<file path="config.mk">
export PLATFORM = sky130hd
export DESIGN_NAME = fwd_hazard_unit
export DESIGN_NICKNAME = d
export VERILOG_FILES = /design/src/rtl/riscv_pkg.sv /design/src/rtl/hz_stage_reg.sv /design/src/rtl/fwd_hazard_unit.sv
export SDC_FILE = /design/constraint.sdc
export NUM_CORES = 1
export LEC_CHECK = 0
export ABC_AREA = 1
export ABC_CLOCK_PERIOD_IN_PS = 2700
export CAP_MARGIN = 20
export CORE_ASPECT_RATIO = 1.1
export CORE_UTILIZATION = 32
export DETAILED_ROUTE_END_ITERATION = 10
export PLACE_DENSITY = 0.62
export REMOVE_ABC_BUFFERS = 1
export SYNTH_ARGS = -nofsm -noshare
export SYNTH_HDL_FRONTEND = slang
export SYNTH_SLANG_ARGS = --single-unit
</file>
<file path="constraint.sdc">
create_clock -name clk -period 2.7 [get_ports clk]
set_input_delay 0.27 -clock clk [delete_from_list [all_inputs] [get_ports clk]]
set_output_delay 0.27 -clock clk [all_outputs]
set_load 0.005 [all_outputs]
</file>
<file path="src/rtl/riscv_pkg.sv">
// Shared types for the EX-stage forwarding / load-use hazard control.
package riscv_pkg;

  // Register-index width of the RV32I register file (x0..x31).
  localparam int REG_ADDR_W_DEFAULT = 5;

  // Operand select driven to the EX-stage forwarding muxes.
  typedef enum logic [1:0] {
    FWD_RF  = 2'b00,  // register-file read value
    FWD_WB  = 2'b01,  // MEM/WB writeback data
    FWD_MEM = 2'b10   // EX/MEM ALU result
  } fwd_sel_e;

  // Destination info carried down the shadow pipeline.
  typedef struct packed {
    logic                          valid;
    logic [REG_ADDR_W_DEFAULT-1:0] rd;
    logic                          reg_write;
    logic                          mem_read;
  } hz_stage_t;

  // True when a stage will write a non-x0 register that matches src.
  function automatic logic stage_hits(input hz_stage_t stg,
                                      input logic [REG_ADDR_W_DEFAULT-1:0] src);
    return stg.valid & stg.reg_write & (stg.rd != '0) & (stg.rd == src);
  endfunction

endpackage

</file>
<file path="src/rtl/hz_stage_reg.sv">
// One shadow pipeline stage of destination info; valid drops on reset.
module hz_stage_reg
  import riscv_pkg::*;
(
  input  logic      clk,
  input  logic      rst,
  input  hz_stage_t i_d,
  output hz_stage_t o_q
);

  hz_stage_t r_q;

  // Advance every cycle; reset empties the stage.
  always_ff @(posedge clk or posedge rst) begin
    if (rst) begin
      r_q <= '0;
    end else begin
      r_q <= i_d;
    end
  end

  assign o_q = r_q;

endmodule

</file>
<file path="src/rtl/fwd_hazard_unit.sv">
// Forwarding select and load-use stall control for the RV32I EX stage.
// Tracks EX/MEM/WB destinations in a shadow pipeline fed from decode.
module fwd_hazard_unit
  import riscv_pkg::*;
#(
  parameter int REG_ADDR_W = REG_ADDR_W_DEFAULT,  // must match the package width
  parameter int CNT_W      = 32
) (
  input  logic                  clk,
  input  logic                  rst,
  input  logic                  id_valid,
  input  logic [REG_ADDR_W-1:0] id_rs1,
  input  logic [REG_ADDR_W-1:0] id_rs2,
  input  logic                  id_use_rs1,
  input  logic                  id_use_rs2,
  input  logic [REG_ADDR_W-1:0] id_rd,
  input  logic                  id_reg_write,
  input  logic                  id_mem_read,
  input  logic                  flush_ex,
  output logic [1:0]            mux_sel_forward_A,
  output logic [1:0]            mux_sel_forward_B,
  output logic                  stall_if,
  output logic                  stall_id,
  output logic                  bubble_ex,
  output logic [CNT_W-1:0]      stall_count
);

  localparam int                NUM_STG = 3;  // 0 = EX, 1 = MEM, 2 = WB
  localparam logic [CNT_W-1:0]  CNT_ONE = {{(CNT_W-1){1'b0}}, 1'b1};

  hz_stage_t             w_stg_d [NUM_STG];
  hz_stage_t             w_stg_q [NUM_STG];
  logic [REG_ADDR_W-1:0] r_ex_rs1;
  logic [REG_ADDR_W-1:0] r_ex_rs2;
  logic                  r_ex_use1;
  logic                  r_ex_use2;
  logic [CNT_W-1:0]      r_stall_count;
  logic                  w_load_use;
  logic                  w_stall;
  logic                  w_unused_wb_mr;

  // Operand select for the EX instruction; the younger MEM writer wins over WB.
  function automatic fwd_sel_e fwd_select(input logic                  ex_valid,
                                          input logic                  use_src,
                                          input logic [REG_ADDR_W-1:0] src,
                                          input hz_stage_t             mem,
                                          input hz_stage_t             wb);
    if (ex_valid & use_src & stage_hits(mem, src)) return FWD_MEM;
    if (ex_valid & use_src & stage_hits(wb, src))  return FWD_WB;
    return FWD_RF;
  endfunction

  // Decode feeds EX; a bubble or a flush kills the entering instruction.
  always_comb begin
    w_stg_d[0]           = '0;
    w_stg_d[0].valid     = id_valid & ~w_stall & ~flush_ex;
    w_stg_d[0].rd        = id_rd;
    w_stg_d[0].reg_write = id_reg_write;
    w_stg_d[0].mem_read  = id_mem_read;
  end

  // Shadow stages: EX, then MEM <= EX, WB <= MEM.
  generate
    for (genvar gi = 0; gi < NUM_STG; gi++) begin : g_stage
      if (gi > 0) begin : g_chain
        assign w_stg_d[gi] = w_stg_q[gi-1];
      end
      hz_stage_reg u_stage (
        .clk (clk),
        .rst (rst),
        .i_d (w_stg_d[gi]),
        .o_q (w_stg_q[gi])
      );
    end
  endgenerate

  // Load-or-not is irrelevant once an instruction reaches WB.
  assign w_unused_wb_mr = w_stg_q[2].mem_read;

  // Source fields of the EX instruction, needed only for forwarding.
  always_ff @(posedge clk or posedge rst) begin
    if (rst) begin
      r_ex_rs1  <= '0;
      r_ex_rs2  <= '0;
      r_ex_use1 <= 1'b0;
      r_ex_use2 <= 1'b0;
    end else begin
      r_ex_rs1  <= id_rs1;
      r_ex_rs2  <= id_rs2;
      r_ex_use1 <= id_use_rs1;
      r_ex_use2 <= id_use_rs2;
    end
  end

  assign mux_sel_forward_A = fwd_select(w_stg_q[0].valid, r_ex_use1, r_ex_rs1,
                                        w_stg_q[1], w_stg_q[2]);
  assign mux_sel_forward_B = fwd_select(w_stg_q[0].valid, r_ex_use2, r_ex_rs2,
                                        w_stg_q[1], w_stg_q[2]);

  // A load in EX whose result the ID instruction needs costs one bubble.
  assign w_load_use = id_valid & w_stg_q[0].valid & w_stg_q[0].mem_read &
                      (w_stg_q[0].rd != '0) &
                      ((id_use_rs1 & (id_rs1 == w_stg_q[0].rd)) |
                       (id_use_rs2 & (id_rs2 == w_stg_q[0].rd)));
  assign w_stall    = w_load_use & ~flush_ex;

  assign stall_if  = w_stall;
  assign stall_id  = w_stall;
  assign bubble_ex = w_stall;

  // Saturating count of load-use stall cycles.
  always_ff @(posedge clk or posedge rst) begin
    if (rst) begin
      r_stall_count <= '0;
    end else if (w_stall && (r_stall_count != '1)) begin
      r_stall_count <= r_stall_count + CNT_ONE;
    end
  end

  assign stall_count = r_stall_count;

endmodule

</file>
Yosys cells after proc, flatten, opt, wreduce, memory -nomap -nowiden
Index checks and enable logic that the tools add are counted.
Operators by class
  add/sub/neg operators: 1
  eq/ne operators: 7
  multiplexer cells: 14
  bitwise gates (word level): 26
  reduce and logical (&&, ||, !) cells: 4
Operators with widths (count)
  32-bit by 1-bit adder with 32-bit output, second input constant: 1
  32-bit != test, second input constant: 1
  5-bit equality test: 6
  1-bit AND: 23
  2-bit two-way mux: 8
  5-bit nonzero test: 3
  1-bit two-way mux: 6
  1-bit NOT: 2
  1-bit logical AND: 1
  1-bit bitwise OR: 1
Storage, ports and cells
  register bits: 66
  output and inout port bits: 39
  logic and storage cells: 67

Logic depth before layout (Yosys ltp)
Gate-level depths: netlist of run 1.
  depth in word-level cells: 8
  gate-level depth with buffers: 10
  mapped depth without buffers: 10

Modules after synthesis
From an unflattened synthesis of run 1, not the netlist that was laid out.
Unflattened totals
  cells, all modules: 494
  area total of the unflattened synthesis: 3681.0 sq um
Modules (own cells, without submodules)
  fwd_hazard_unit: times used 1, cells an instance 467, area an instance 3069.2 sq um, seq. area each 1101.1 sq um
  hz_stage_reg: times used 3, cells an instance 9, area an instance 203.9 sq um, seq. area each 200.2 sq um

Worst setup path after synthesis of run 1
Ideal clock, no wire load.
  path kind: reg2reg
  start point: register r_stall_count[0] (netlist: stall_count[0])
  end point: register r_stall_count[0] (netlist: stall_count[0])
  library setup time: 117 ps
  arrival: 1534 ps
  path slack: 1048 ps
  stages on the path, launching flop included: 10
  cells stage by stage: dfrtp_1 ha_1 nand3_2 inv_2 nand2_2 nor2_4 nand3_4 buf_2 nand3_1 nand2_1
On the way
  cells in the longest elaborated chain, start to end: 2
Ends and longest elaborated chain
  from (decl): line fwd_hazard_unit.sv:37  | logic [CNT_W-1:0] r_stall_count;
  from (signal assigned): line fwd_hazard_unit.sv:116  | r_stall_count <= r_stall_count + CNT_ONE;
  parallel branches: the longest is 2 deep, another holds 32-bit by 1-bit adder with 32-bit output
Parallel ways; which one is timed is not known.
A chain may end at the register's enable or synchronous reset.

Worst setup path in the final report of run 1
  start point: input id_rs2[2]
  end point: output stall_id
On the way
  cells in the longest elaborated chain, start to end: 5
Ends and longest elaborated chain
  from (decl): line fwd_hazard_unit.sv:13  | input logic [REG_ADDR_W-1:0] id_rs2,
  5-bit equality test: line fwd_hazard_unit.sv:104  | (id_use_rs2 & (id_rs2 == w_stg_q[0].rd)));
  1-bit AND: line fwd_hazard_unit.sv:104
  1-bit bitwise OR: line fwd_hazard_unit.sv:103  | ((id_use_rs1 & (id_rs1 == w_stg_q[0].rd)) |
  1-bit AND: line fwd_hazard_unit.sv:102  | (w_stg_q[0].rd != '0) &
  1-bit AND: line fwd_hazard_unit.sv:105  | assign w_stall = w_load_use & ~flush_ex;
  to (decl): line fwd_hazard_unit.sv:23  | output logic stall_id,
No other way between the ends.

==> flow_metrics.env, run 1 <==
export IMPL_outcome="complete, no violations"
export IMPL_cp_required_ns=2.43
export IMPL_insertion_delay_ns=0.33
export IMPL_ys_flop_type="dfrtp_1"
export IMPL_switchingPower_uw=538.4
export IMPL_min_period_over_period_pct=87.14
export IMPL_period_needed_ns=2.353
export IMPL_ant_nets=0
export IMPL_cts_buffers=9
export IMPL_drv_slew=0
export IMPL_yosysUniqueCellTypes=26
export IMPL_drv_cap=0
export IMPL_drt_iter0_markers=173
export IMPL_vias=3305
export IMPL_grt_pass1_wl_um=16660
export IMPL_track_usage_pct=18.44
export IMPL_synth_ff_latch_count=66
export IMPL_fmax_mhz=425.0
export IMPL_hold_buffers=0
export IMPL_crit_type="in2out"
export IMPL_die_h_um=113.8
export IMPL_portBuffers=61
export IMPL_clkPwrFrac_pct=52.0
export IMPL_gp_congestion=0.9115
export IMPL_first_pass_iters=4
export IMPL_tightest_slew_ns=0.5940
export IMPL_rows=40
export IMPL_power_frac_seq_pct=42.6
export IMPL_clk_path_buf_depth=2
export IMPL_fillers=1167
export IMPL_slew_headroom_pct=60.34
export IMPL_htreeDepth=3
export IMPL_intPower_mw=1.913
export IMPL_max_stage_delay_ns=0.57
export IMPL_layout_drive_gt1_share_pct=6.039
export IMPL_synth_top_cells_by_area="dfrtp_1 45%, nand2_1 21%, nor2_1 7.5%"
export IMPL_path_buf_inv=3
export IMPL_gr_total_overflow=0
export IMPL_synthTopCellsByCount="203 x nand2_1, 73 x nor2_1, 66 x dfrtp_1"
export IMPL_drc=0
export IMPL_antenna_found_initial=0
export IMPL_crit_slowest_cell="clkdlybuf4s50_1"
export IMPL_finalWirelength_um=9909
export IMPL_dp_hpwl_um=7397
export IMPL_die_x_um=103.7
export IMPL_holdCritPathClass="in2async"
export IMPL_cp_arrival_ns=2.08
export IMPL_async_reset_ff_share_pct=100.0
export IMPL_synth_top_area_share_pct=45.39
export IMPL_synth_most_common_cell="nand2_1"
export IMPL_area_growth_pct=29.61
export IMPL_cp_max_fo=4
export IMPL_ys_seq_area_share_pct=45.39
export IMPL_setup_viol=0
export IMPL_start_util_pct=33.05
export IMPL_cts_sinks=66
export IMPL_final_hold_violation_count=0
export IMPL_synth_top_area_cell="dfrtp_1"
export IMPL_cts_tree="yes"
export IMPL_synthCells=494
export IMPL_ir_drop_mv=0.2224
export IMPL_postCtsSetupRepairBufs=0
export IMPL_diodes=0
export IMPL_rsz0062_at_grt="false"
export IMPL_avgSynthCellArea_um2=7.365
export IMPL_core_area_um2=11010
export IMPL_path_delay_family="buffers and inverters"
export IMPL_combinationalPowerShare_pct=5.5
export IMPL_fin_skew_ns=0.005884
export IMPL_place_inst=694
export IMPL_cts_resized=0
export IMPL_p_leak_nw=2.175
export IMPL_crit_chain="clkdlybuf4s50_1, inv_1, nand2_1, nand2_1, nor2_1, nand3_1, a21oi_2, clkdlybuf4s50_1"
export IMPL_vias_per_cell=4.655
export IMPL_sw_frac_of_total_pct=21.96
export IMPL_yosysWarnings=0
export IMPL_startpoint_type="input pin"
export IMPL_num_io_pins=62
export IMPL_final_cells=710
export IMPL_syn_area_um2=3638
export IMPL_wl_per_cell_um=13.96
export IMPL_first_global_vias=3385
export IMPL_cts_root_buf="clkbuf_16"
export IMPL_final_nets=582
export IMPL_clk_pin_slew_ns=0.05
export IMPL_synth_edff_count=0
export IMPL_setup_tns_ns=0
export IMPL_grt_max_degree=42
export IMPL_die_area_um2=11800
export IMPL_endpoint_kind="output port"
export IMPL_powerDensity_nw_per_um2=519.8
stage by stage:
| step | area, um2 | utilization, % | hold slack (ns) | total power [mW] | setup slack, ns |
|---|---|---|---|---|---|
| finish | 4716 | 42.83 | 0.3386 | 2.451 | 0.3472 |
| global placement | 4387 | 39.84 | 0.3430 | 1.198 | 0.3773 |
| CTS | 4716 | 42.83 | 0.3509 | 2.484 | 0.3628 |
| global route | 4716 | 42.83 | 0.3767 | 2.552 | 0.2470 |
| detailed placement | 4387 | 39.84 | 0.3450 | 1.199 | 0.3796 |
| floorplan | 3557 | - | 0.3014 | 1.123 | 0.7752 |
sequential cells by signal, indices dropped and copies added (netlist names):
name / cells
r_ex_rs1: 5
r_ex_use1: 1
r_ex_use2: 1
r_ex_rs2: 5
g_stage.u_stage.o_q: 22
stall_count: 32
power groups by stage:
stage / Combinational (mW) / Clock, mW / Sequential [mW]
after floorplan: 0.0684 / 0 / 1.05
after global placement: 0.137 / 0 / 1.06
after detailed placement: 0.138 / 0 / 1.06
after CTS: 0.139 / 1.30 / 1.04
after global routing: 0.153 / 1.35 / 1.05
final: 0.134 / 1.27 / 1.04
metal layers:
metal  up-vias  GRT usage [%]  routed length (um)
li1       1670              -                   -
met1      1519          21.26                4273
met2        85          31.45                4754
met3        31          4.571                 432
met4         0          10.57                 449
met5         -              0                   0
layout make-up:
| type | instances | area, um2 | area share, % |
|---|---|---|---|
| clock inverter | 6 | 90.09 | 1.910 |
| clock buffer | 10 | 239.0 | 5.068 |
| tap | 147 | 183.9 | 3.900 |
| multi-input combinational | 384 | 1782 | 37.78 |
| inverter | 33 | 123.9 | 2.627 |
| timing repair buffer | 64 | 645.6 | 13.69 |
| sequential | 66 | 1652 | 35.02 |
cell usage in the layout, fill, tap and decap left out, drive strengths merged:
cell type | synthesis | final
bufinv | 0 | 2
nor3 | 4 | 4
o21ai | 2 | 2
nand2 | 204 | 204
dfrtp | 66 | 66
clkinv | 0 | 3
xnor2 | 10 | 10
clkbuf | 0 | 10
clkdlybuf4s50 | 0 | 61
nand3 | 43 | 43
nand3b | 14 | 14
and2 | 1 | 1
o211ai | 2 | 2
clkinvlp | 0 | 1
buf | 11 | 3
ha | 1 | 1
a21oi | 5 | 5
nor2 | 75 | 75
inv | 33 | 33
xor2 | 17 | 17
nand4 | 6 | 6
cell families after synthesis:
group	after synthesis	share of synthesized area, %
DFF	66	45.39
adders and majority gates	1	0.3438
and+or+nand+nor	347	40.65
xor gates and xnor gates	27	6.499
buffers and inverters	44	5.639
AOI/OAI and AO/OA	9	1.479
path summary, 6_finish.rpt:
path	end	cells past startpoint	start	slack (ns)
max	stall_id	8	id_rs2[2]	0.35
min	stall_count[9]	2	rst	0.34
max reg2reg	stall_count[9]	9	stall_count[0]	0.57
min reg2reg	g_stage[2].u_stage.o_q[7]	0	g_stage[1].u_stage.o_q[7]	0.37
max in group asynchronous	g_stage[0].u_stage.o_q[3]	3	rst	1.74
min in group clk	g_stage[2].u_stage.o_q[7]	0	g_stage[1].u_stage.o_q[7]	0.37
Power figures use the tool's default switching activity.
==> run 2: changes to the inputs <==
CORE_MARGIN = 5   (was not set)
==> flow_metrics.env, run 2 (synthesis gave the netlist of run 1 again) <==
export IMPL_die_x_um=111.7
export IMPL_crit_top_cell="nand4_1"
export IMPL_area_growth_pct=28.61
export IMPL_clk_pin_slew_ns=0.06
export IMPL_crit_slowest_cell="clkdlybuf4s50_1"
export IMPL_period_needed_ns=2.363
export IMPL_final_nets=582
export IMPL_rsz0062_at_grt="false"
export IMPL_fillers=1179
export IMPL_placed_cell_area_um2=4387
export IMPL_vias=3318
export IMPL_dp_hpwl_um=7388
export IMPL_cts_resized=0
export IMPL_setup_tns_ns=0
export IMPL_fin_skew_ns=0.005429
export IMPL_crit_type="reg2out"
export IMPL_crit_chain="nor2_1, nand4_1, nand4_1, a21oi_2, clkdlybuf4s50_1"
export IMPL_antenna_found_initial=0
export IMPL_setup_viol=0
export IMPL_holdCritPathClass="in2async"
export IMPL_tightest_slew_ns=0.3873
export IMPL_postCtsSetupRepairBufs=0
export IMPL_first_pass_iters=5
export IMPL_wl_per_cell_um=14.17
export IMPL_die_h_um=121.8
export IMPL_start_util_pct=33.05
export IMPL_postLayoutCellArea_um2=4679
export IMPL_cp_max_fo=5
export IMPL_min_period_over_period_pct=87.51
export IMPL_drt_iter0_markers=133
export IMPL_startpoint_type="flip-flop"
export IMPL_gr_total_overflow=0
export IMPL_cp_arrival_ns=2.09
export IMPL_num_io_pins=62
export IMPL_diodes=0
export IMPL_final_common_cell="nand2_1"
export IMPL_htreeDepth=3
export IMPL_hold_buffers=0
export IMPL_grt_pass1_wl_um=17250
export IMPL_cts_sinks=66
export IMPL_slew_headroom_pct=74.18
export IMPL_ant_nets=0
export IMPL_powerDensity_nw_per_um2=497.0
export IMPL_core_area_um2=11010
export IMPL_first_global_vias=3509
export IMPL_endpoint_kind="output port"
export IMPL_cp_required_ns=2.43
export IMPL_drv_slew=0
export IMPL_finalWirelength_um=10040
export IMPL_grt_max_degree=67
export IMPL_track_usage_pct=15.74
export IMPL_fmax_mhz=423.3
export IMPL_drc=0
export IMPL_outcome="complete, no violations"
export IMPL_vias_per_cell=4.680
export IMPL_final_cell_mix="203 x nand2_1, 73 x nor2_1, 66 x dfrtp_1"
export IMPL_rows=40
export IMPL_die_area_um2=13610
export IMPL_p_leak_nw=2.154
export IMPL_largest_reg_flops=32
export IMPL_max_stage_delay_ns=0.58
export IMPL_fin_total_pwr_mw=2.326
export IMPL_final_hold_violation_count=0
export IMPL_cts_tree="yes"
export IMPL_layout_drive_gt1_share_pct=5.872
export IMPL_ir_drop_mv=0.2843
export IMPL_cts_buffers=9
export IMPL_clk_path_buf_depth=2
export IMPL_cts_root_buf="clkbuf_16"
export IMPL_insertion_delay_ns=0.33
export IMPL_gp_congestion=0.9272
export IMPL_drv_cap=0
export IMPL_portBuffers=61
run 2: changes by cell type in the layout (fill, tap and decap cells not counted), sizes merged:
cell and delta:
bufinv -1, clkbuf -1, clkinv -1, clkinvlp +1, inv +1
run 2: worst paths after layout:
path                                        endpoint                 startpoint  slack, ns  cells past startpoint
max reg2reg                          stall_count[10]             stall_count[0]       0.59                      9
max                                        bubble_ex  g_stage[0].u_stage.o_q[3]       0.34                      5
min reg2reg                g_stage[1].u_stage.o_q[1]  g_stage[0].u_stage.o_q[1]       0.35                      0
min in group clk           g_stage[1].u_stage.o_q[1]  g_stage[0].u_stage.o_q[1]       0.35                      0
min                        g_stage[0].u_stage.o_q[7]                        rst       0.34                      3
max in group asynchronous            stall_count[22]                        rst       2.09                      3
run 2: worst max-delay path, delay by kind of cell, from the launching register on:
family / cells / cell delay [ns]
compound gates: 1 / 0.33
buf+inv: 1 / 0.58
flops: 1 / 0.47
simple gates: 3 / 0.39
run 2: report_power, final:
group          switching, mW  internal, mW
registers             0.0295          1.02
logic                 0.0684        0.0617
clock network          0.437         0.712
total                  0.535          1.79
run 2: layout make-up:
cell class | count | area, um2 | area share [%]
Timing Repair Buffer | 64 | 645.6 | 13.80
Sequential cell | 66 | 1652 | 35.29
Clock buffer | 9 | 225.2 | 4.813
Multi-Input combinational cell | 384 | 1782 | 38.07
Clock inverter | 6 | 67.56 | 1.444
Tap cell | 147 | 183.9 | 3.930
Inverter | 33 | 123.9 | 2.647
run 2: routing by layer:
| metal | global-route usage, % | part of all wire (%) |
|---|---|---|
| met1 | 18.21 | 43 |
| met2 | 27.62 | 50 |
| met3 | 4.868 | 5.0 |
| met4 | 5.475 | 1.9 |
| met5 | 0 | 0 |
run 2: stage by stage:
stage                     worst slack (ns)  hold WS [ns]  util (%)  cells
final                               0.3373        0.3361     42.50    709
after global routing                0.1744        0.3575     42.50    709
after CTS                           0.2839        0.3433     42.50    709
after detailed placement            0.3439        0.3433     39.84    694
after global placement              0.3603        0.3409     39.84    694
after floorplan                     0.7752        0.3014         -    483
==> run 3: changes to the inputs <==
ABC_CLOCK_PERIOD_IN_PS = 3040   (was 2700)
clock period = 3.04 ns   (was 2.7 ns; I/O delays follow)
==> flow_metrics.env, run 3 (synthesis gave the netlist of run 1 again) <==
export IMPL_first_pass_iters=4
export IMPL_clk_pin_slew_ns=0.05
export IMPL_place_inst=693
export IMPL_outcome="complete, no violations"
export IMPL_r2r_start="stall_count[0]"
export IMPL_num_io_pins=62
export IMPL_area_growth_pct=28.06
export IMPL_track_usage_pct=15.98
export IMPL_start_util_pct=33.05
export IMPL_postCtsSetupRepairBufs=0
export IMPL_core_area_um2=11010
export IMPL_die_area_um2=13610
export IMPL_first_global_vias=3510
export IMPL_endpoint_kind="output port"
export IMPL_drt_iter0_markers=200
export IMPL_r2r_end="stall_count[11]"
export IMPL_min_period_over_period_pct=80.92
export IMPL_hold_buffers=0
export IMPL_setup_tns_ns=0
export IMPL_cts_root_buf="clkbuf_16"
export IMPL_insertion_delay_ns=0.33
export IMPL_crit_type="in2out"
export IMPL_final_hold_violation_count=0
export IMPL_cts_resized=0
export IMPL_cts_tree="yes"
export IMPL_tightest_slew_ns=0.8599
export IMPL_cts_sinks=66
export IMPL_largest_reg_flops=32
export IMPL_crit_slowest_cell="clkdlybuf4s50_1"
export IMPL_path_buf_inv=3
export IMPL_diodes=0
export IMPL_final_nets=581
export IMPL_postLayoutCellArea_um2=4659
export IMPL_grt_pass1_wl_um=17240
export IMPL_drc=0
export IMPL_cp_max_fo=4
export IMPL_fin_util_pct=42.32
export IMPL_placed_cell_area_um2=4367
export IMPL_gr_total_overflow=0
export IMPL_ant_nets=0
export IMPL_rsz0062_at_grt="false"
export IMPL_die_h_um=121.8
export IMPL_path_delay_family="buffers and inverters"
export IMPL_drv_slew=0
export IMPL_drv_cap=0
export IMPL_final_common_cell="nand2_1"
export IMPL_final_cells=707
export IMPL_fin_skew_ns=0.004758
export IMPL_fillers=1153
export IMPL_final_cell_mix="203 x nand2_1, 73 x nor2_1, 66 x dfrtp_1"
export IMPL_crit_chain="clkdlybuf4s50_1, inv_1, nand2_1, nand2_1, nor2_1, nand3_1, a21oi_2, clkdlybuf4s50_1"
export IMPL_rows=40
export IMPL_hold_path_end="g_stage[1].u_stage.o_q[1]"
export IMPL_vias_per_cell=4.767
export IMPL_wl_per_cell_um=14.34
export IMPL_r2r_slack_ns=0.67
export IMPL_finalWirelength_um=10140
export IMPL_ir_drop_mv=0.2905
export IMPL_powerDensity_nw_per_um2=443.3
export IMPL_cp_arrival_ns=2.16
export IMPL_period_needed_ns=2.460
export IMPL_hold_depth=0
export IMPL_setup_viol=0
export IMPL_max_stage_delay_ns=0.58
export IMPL_fmax_mhz=406.5
export IMPL_htreeDepth=3
export IMPL_gp_congestion=0.9181
export IMPL_startpoint_type="input pin"
export IMPL_p_leak_nw=2.155
export IMPL_dp_hpwl_um=7461
export IMPL_slew_headroom_pct=42.68
export IMPL_clk_path_buf_depth=2
export IMPL_die_x_um=111.7
export IMPL_cts_buffers=9
export IMPL_holdCritPathClass="reg2reg"
export IMPL_vias=3370
export IMPL_grt_max_degree=67
export IMPL_antenna_found_initial=0
export IMPL_reg2regPathDepth=9
export IMPL_cp_required_ns=2.74
export IMPL_portBuffers=61
export IMPL_layout_drive_gt1_share_pct=5.536
export IMPL_hp_start="g_stage[0].u_stage.o_q[1]"
-- run 3: cell count changes in the layout (fill, tap and decap cells not counted) --
cell | before | now
clkinv_4 | 1 | 0
clkinvlp_4 | 2 | 0
inv_6 | 1 | 0
buf_12 | 1 | 0
clkinv_2 | 1 | 2
clkbuf_8 | 0 | 2
-- run 3: power by group --
group	switching, mW	internal (mW)	total, mW
combinational	0.0613	0.0529	0.114
sequential	0.0260	0.904	0.930
clock	0.355	0.666	1.02
-- run 3: cell type report --
class | count | area (um2) | area share, %
Clock buffer | 11 | 252.7 | 5.424
Clock inverter | 3 | 40.04 | 0.8593
Inverter | 33 | 123.9 | 2.658
Multi-Input combinational cell | 384 | 1782 | 38.24
Sequential cell | 66 | 1652 | 35.45
Tap cell | 147 | 183.9 | 3.947
Timing Repair Buffer | 63 | 625.6 | 13.43
-- run 3: how the worst max path moves through the flow --
stage	from	end	slack (ns)	cells past startpoint
CTS	g_stage[0].u_stage.o_q[3]	bubble_ex	0.59	5
detailed placement	id_rs2[2]	bubble_ex	0.63	8
finish	id_rs2[2]	bubble_ex	0.58	8
global placement	id_rs2[4]	bubble_ex	0.64	8
floorplan	rst	g_stage[0].u_stage.o_q[0]	1.08	1
global route	stall_count[0]	stall_count[11]	0.39	9
-- run 3: per-stage QoR --
stage | setup slack [ns] | hold WS, ns | power (mW)
2_1_floorplan | 1.081 | 0.3312 | 0.9978
3_3_place_gp | 0.6442 | 0.3459 | 1.059
3_5_place_dp | 0.6334 | 0.3465 | 1.060
4_1_cts | 0.5865 | 0.3586 | 2.106
5_1_grt | 0.3870 | 0.3595 | 2.162
6_report | 0.5801 | 0.3545 | 2.066
-- run 3: routing by layer --
metal	GRT usage, %	share of wire (%)	vias up
met5	0	0	-
met4	6.844	2.9	0
met3	5.464	4.8	22
met2	26.95	49	101
met1	18.54	43	1584
li1	-	-	1663
==> edit 1 (settings of run 2) <==
Set the parameter `CNT_W` to 64 (it was 32).
--- a/src/rtl/fwd_hazard_unit.sv
+++ b/src/rtl/fwd_hazard_unit.sv
@@ -5,5 +5,5 @@
 #(
   parameter int REG_ADDR_W = REG_ADDR_W_DEFAULT,  // must match the package width
-  parameter int CNT_W      = 32
+  parameter int CNT_W      = 64
 ) (
   input  logic                  clk,
Interface: changed (resized stall_count); port bits go from 62 to 94. The function was not compared with the original's and may differ.
==> edit 1 against run 2 <==
- global-route usage is 1.8 points higher
- final area is 63% higher
- total power is 27% higher
- worst setup slack better by 0.038 ns
- routed wire length is 89% higher
- critical endpoint is now stall_id
- largest power group is now sequential cells
- critical path depth is 3 higher
- sequential cell count is 32 higher
- synthesized area is 68% higher
==> edit 1: results (changes against run 2) <==
Die Span X: 142 um (was 112 um)
Filler instances: 2043 (was 1179)
DR iter-0 viols: 357 (was 133)
Share of post-route cells with drive strength above 1: 4.08% (was 5.87%)
XOR/XNOR share of the synthesized area: 5.30% (was 6.50%)
Drt first pass iters: 7 (was 5)
Hold slack: 0.246 ns (was 0.336 ns)
Ranking of synthesized cells by area: dfrtp_1 (40%), nand2_1 (26%), nor2_1 (9.1%) (was dfrtp_1 (45%), nand2_1 (21%), nor2_1 (7.5%))
Util after Layout: 40.2% (was 42.5%)
Clk cell area share: 3.95% (was 6.26%)
Worst VDD drop: 0.299 mV (was 0.284 mV)
Inverter count: 71 (was 33)
Sequential area share after synthesis: 40.1% (was 45.4%)
FMAX: 430 MHz (was 423 MHz)
R2r endpoint: stall_count[33] (was stall_count[10])
Fraction of area in registers: 32.2% (was 35.3%)
Adder-cell share of the synthesized area: 0.205% (was 0.344%)
Placed Cells incl. Taps: 1261 (was 694)
Number of global-route vias before repair: 5876 (was 3509)
First-pass GRT wire length: 30300 um (was 17300 um)
Worst skew pair latency: 0.36 ns (was 0.33 ns)
Worst Tran Pin Value: 0.478 ns (was 0.387 ns)
Routed Wire Length: 19000 um (was 10000 um)
Leakage: 0.00331 uW (was 0.00215 uW)
Global-route usage over all layers: 17.5% (was 15.7%)
Final non-clock buffer share: 13.5% (was 13.8%)
Multi-input gates: 742 (was 384)
Setup slack, reg-to-reg: 0.52 ns (was 0.59 ns)
Compound-Gate Fraction of Synth Area: 1.72% (was 1.48%)
Sequential cell count: 98 (was 66)
Switch share: 25.1% (was 23.0%)
Commonest cells in the synthesized netlist: nand2_1 (416), nor2_1 (148), dfrtp_1 (98) (was nand2_1 (203), nor2_1 (73), dfrtp_1 (66))
R2r worst-path depth: 11 (was 9)
Max incr delay on CP: 0.54 ns (was 0.58 ns)
Multi-input gate share of total cell area: 42.8% (was 38.1%)
Largest net degree at the start of global routing: 65 (was 67)
Status: complete, no violations (unchanged)
edit 1: cell types whose count changed in the layout (fill, tap and decap cells not counted), moves of 16 or more:
cell,change
inv_1,+42
nand2_1,+213
dfrtp_1,+32
nand3_1,+26
clkdlybuf4s50_1,+32
nand4_1,+16
nor2_1,+74
edit 1: power groups by stage:
stage	Clock [uW]	Sequential, uW	Combinational (uW)
global placement	0	1550	141
finish	1300	1520	137
CTS	1350	1520	141
detailed placement	0	1550	140
floorplan	0	1540	72.9
global route	1400	1520	157
edit 1: routing by layer:
layer | vias up | global-route usage [%] | share of wire, %
met5 | - | 0 | 0
met4 | 0 | 6.72 | 2.4
met3 | 31 | 3.10 | 5.4
met2 | 191 | 28.8 | 48
met1 | 2816 | 22.9 | 44
li1 | 3076 | - | -
edit 1: worst max-delay path: cells and delay by family, from the launching register on:
kind	cells	cell delay, ns
buffers and inverters	3	0.81
flip-flops	1	0.42
AND/OR/NAND/NOR	4	0.31
AO/OA/AOI/OAI	1	0.16
==> edit 2 (flow settings as in run 2) <==
Without the edit above. Take the reset off `r_ex_rs1` and `r_ex_rs2` and load them in a clocked block of their own.
--- a/src/rtl/fwd_hazard_unit.sv
+++ b/src/rtl/fwd_hazard_unit.sv
@@ -81,14 +81,15 @@
   always_ff @(posedge clk or posedge rst) begin
     if (rst) begin
-      r_ex_rs1  <= '0;
-      r_ex_rs2  <= '0;
       r_ex_use1 <= 1'b0;
       r_ex_use2 <= 1'b0;
     end else begin
-      r_ex_rs1  <= id_rs1;
-      r_ex_rs2  <= id_rs2;
       r_ex_use1 <= id_use_rs1;
       r_ex_use2 <= id_use_rs2;
     end
+  end
+
+  always_ff @(posedge clk) begin
+    r_ex_rs1 <= id_rs1;
+    r_ex_rs2 <= id_rs2;
   end
 
Formal check against the unedited RTL: same outputs for any inputs over 10 cycles, from zero or initial values and one cycle with rst high; that may be too few to reach the edited logic, so the function may still have changed.
==> edit 2 against run 2 <==
- routed wire length decreased by 2.5%
- non-clock buffer count increased by 2
- sequential share of layout area decreased by 1.2 points
- core utilization increased by 0.18 points
- first-iteration DRC count increased by 15%
- critical endpoint is now stall_id
- via count decreased by 1.1%
- sequential cell count unchanged
- worst setup slack got worse by 0.0044 ns
- total power increased by 0.89%
- final area increased by 0.43%
- worst hold slack got worse by 0.025 ns
- synthesized area decreased by 0.48%
==> edit 2: results (changes against run 2) <==
Setup ws final: 0.333 ns (was 0.337 ns)
Routed Wire Length: 9790 um (was 10000 um)
Post-CTS Setup Repair Bufs: 0 (unchanged)
HPWL after detailed placement: 7260 um (was 7390 um)
Nets: 589 (was 582)
Post-Syn Area per Cell: 7.29 um^2 (was 7.37 um^2)
Sequential area share after synthesis: 44.2% (was 45.4%)
Hold slack: 0.311 ns (was 0.336 ns)
XOR/XNOR share of the synthesized area: 7.01% (was 6.50%)
Setup slack, reg-to-reg: 0.57 ns (was 0.59 ns)
Final GP Congestion: 0.911 (was 0.927)
Post-DR wirelength/cell: 13.7 um (was 14.2 um)
Max_slew headroom: 62.8% (was 74.2%)
Drt first pass iters: 4 (was 5)
Leakage: 0.00209 uW (was 0.00215 uW)
Compound-Gate Fraction of Synth Area: 3.39% (was 1.48%)
Synth unique cells: 30 (was 26)
DR iter-0 viols: 153 (was 133)
Vias: 3281 (was 3318)
Post-DP Area: 0.00440 mm^2 (was 0.00439 mm^2)
Status: complete, no violations (unchanged)
Synth warnings: 0 (unchanged)
CP Max Fanout: 5 (unchanged)
Worst min-delay path class: primary input to asynchronous set/reset pin (unchanged)
Placed Cells incl. Taps: 701 (was 694)
Adder-cell share of the synthesized area: 0.346% (was 0.344%)
Worst slack, placed: 0.381 ns (was 0.344 ns)
Share of post-route cells with drive strength above 1: 6.49% (was 5.87%)
Antenna cell count: 0 (unchanged)
Number of global-route vias before repair: 3342 (was 3509)
Global-route usage over all layers: 15.3% (was 15.7%)
Commonest cells in the synthesized netlist: nand2_1 (183), nor2_1 (72), dfrtp_1 (56) (was nand2_1 (203), nor2_1 (73), dfrtp_1 (66))
Largest net degree at the start of global routing: 49 (was 67)
Clk_skew: 0.00564 ns (was 0.00543 ns)
Max incr delay on CP: 0.51 ns (was 0.58 ns)
First-pass GRT wire length: 16400 um (was 17300 um)
Ranking of synthesized cells by area: dfrtp_1 (39%), nand2_1 (19%), nor2_1 (7.5%) (was dfrtp_1 (45%), nand2_1 (21%), nor2_1 (7.5%))
Worst VDD drop: 0.252 mV (was 0.284 mV)
Async set or reset register ratio after synthesis: 84.8% (was 100%)
-- edit 2: area by class of cell --
class	instances	area [um^2]
tap	147	184
fill	1104	6310
clock buffer	11	243
clock inverter	5	55.1
sequential	66	1600
timing repair buffer	66	673
inverter	51	191
multi-input combinational	371	1750
-- edit 2: power by group --
part | internal [uW] | leakage [uW] | total (uW) | switching (uW)
Combinational | 64.9 | 0.00114 | 131 | 66.5
Clock | 736 | 0.000142 | 1170 | 436
Sequential | 1020 | 0.000815 | 1040 | 28.0
-- edit 2: final timing paths --
kind | from | endpoint | depth (start not counted)
worst min register to register | g_stage[0].u_stage.o_q[1] | g_stage[1].u_stage.o_q[1] | 0
worst max register to register | stall_count[1] | stall_count[15] | 9
max in group asynchronous | rst | stall_count[18] | 3
worst min-delay path | rst | g_stage[0].u_stage.o_q[6] | 2
worst max-delay path | g_stage[0].u_stage.o_q[6] | stall_id | 8
min in group clk | g_stage[0].u_stage.o_q[1] | g_stage[1].u_stage.o_q[1] | 0
-- edit 2: logic make-up (layout without fill, tap and decap cells) --
family          Yosys count  in the layout
simple gates            317            317
flops                    66             66
buf+inv                  60            133
xor+xnor                 29             29
compound gates           24             24
fa+ha+maj                 1              1
-- edit 2: worst reg2reg max path, stage by stage, from the launching register on --
cell and delay, ns:
dfrtp_1 0.41, ha_1 0.31, nand2_2 0.10, nor2_4 0.17, nand2_4 0.11, nor2_8 0.16
nand3_4 0.20, nand3_2 0.17, buf_12 0.23, o21ai_0 0.13
-- edit 2: per-layer routing --
| metal | global-route usage [%] | vias to the layer above | part of all wire (%) |
|---|---|---|---|
| met5 | 0 | - | 0 |
| met4 | 6.92 | 0 | 2.9 |
| met3 | 4.37 | 22 | 4.9 |
| met2 | 26.2 | 83 | 48 |
| met1 | 17.9 | 1499 | 44 |
| li1 | - | 1677 | - |
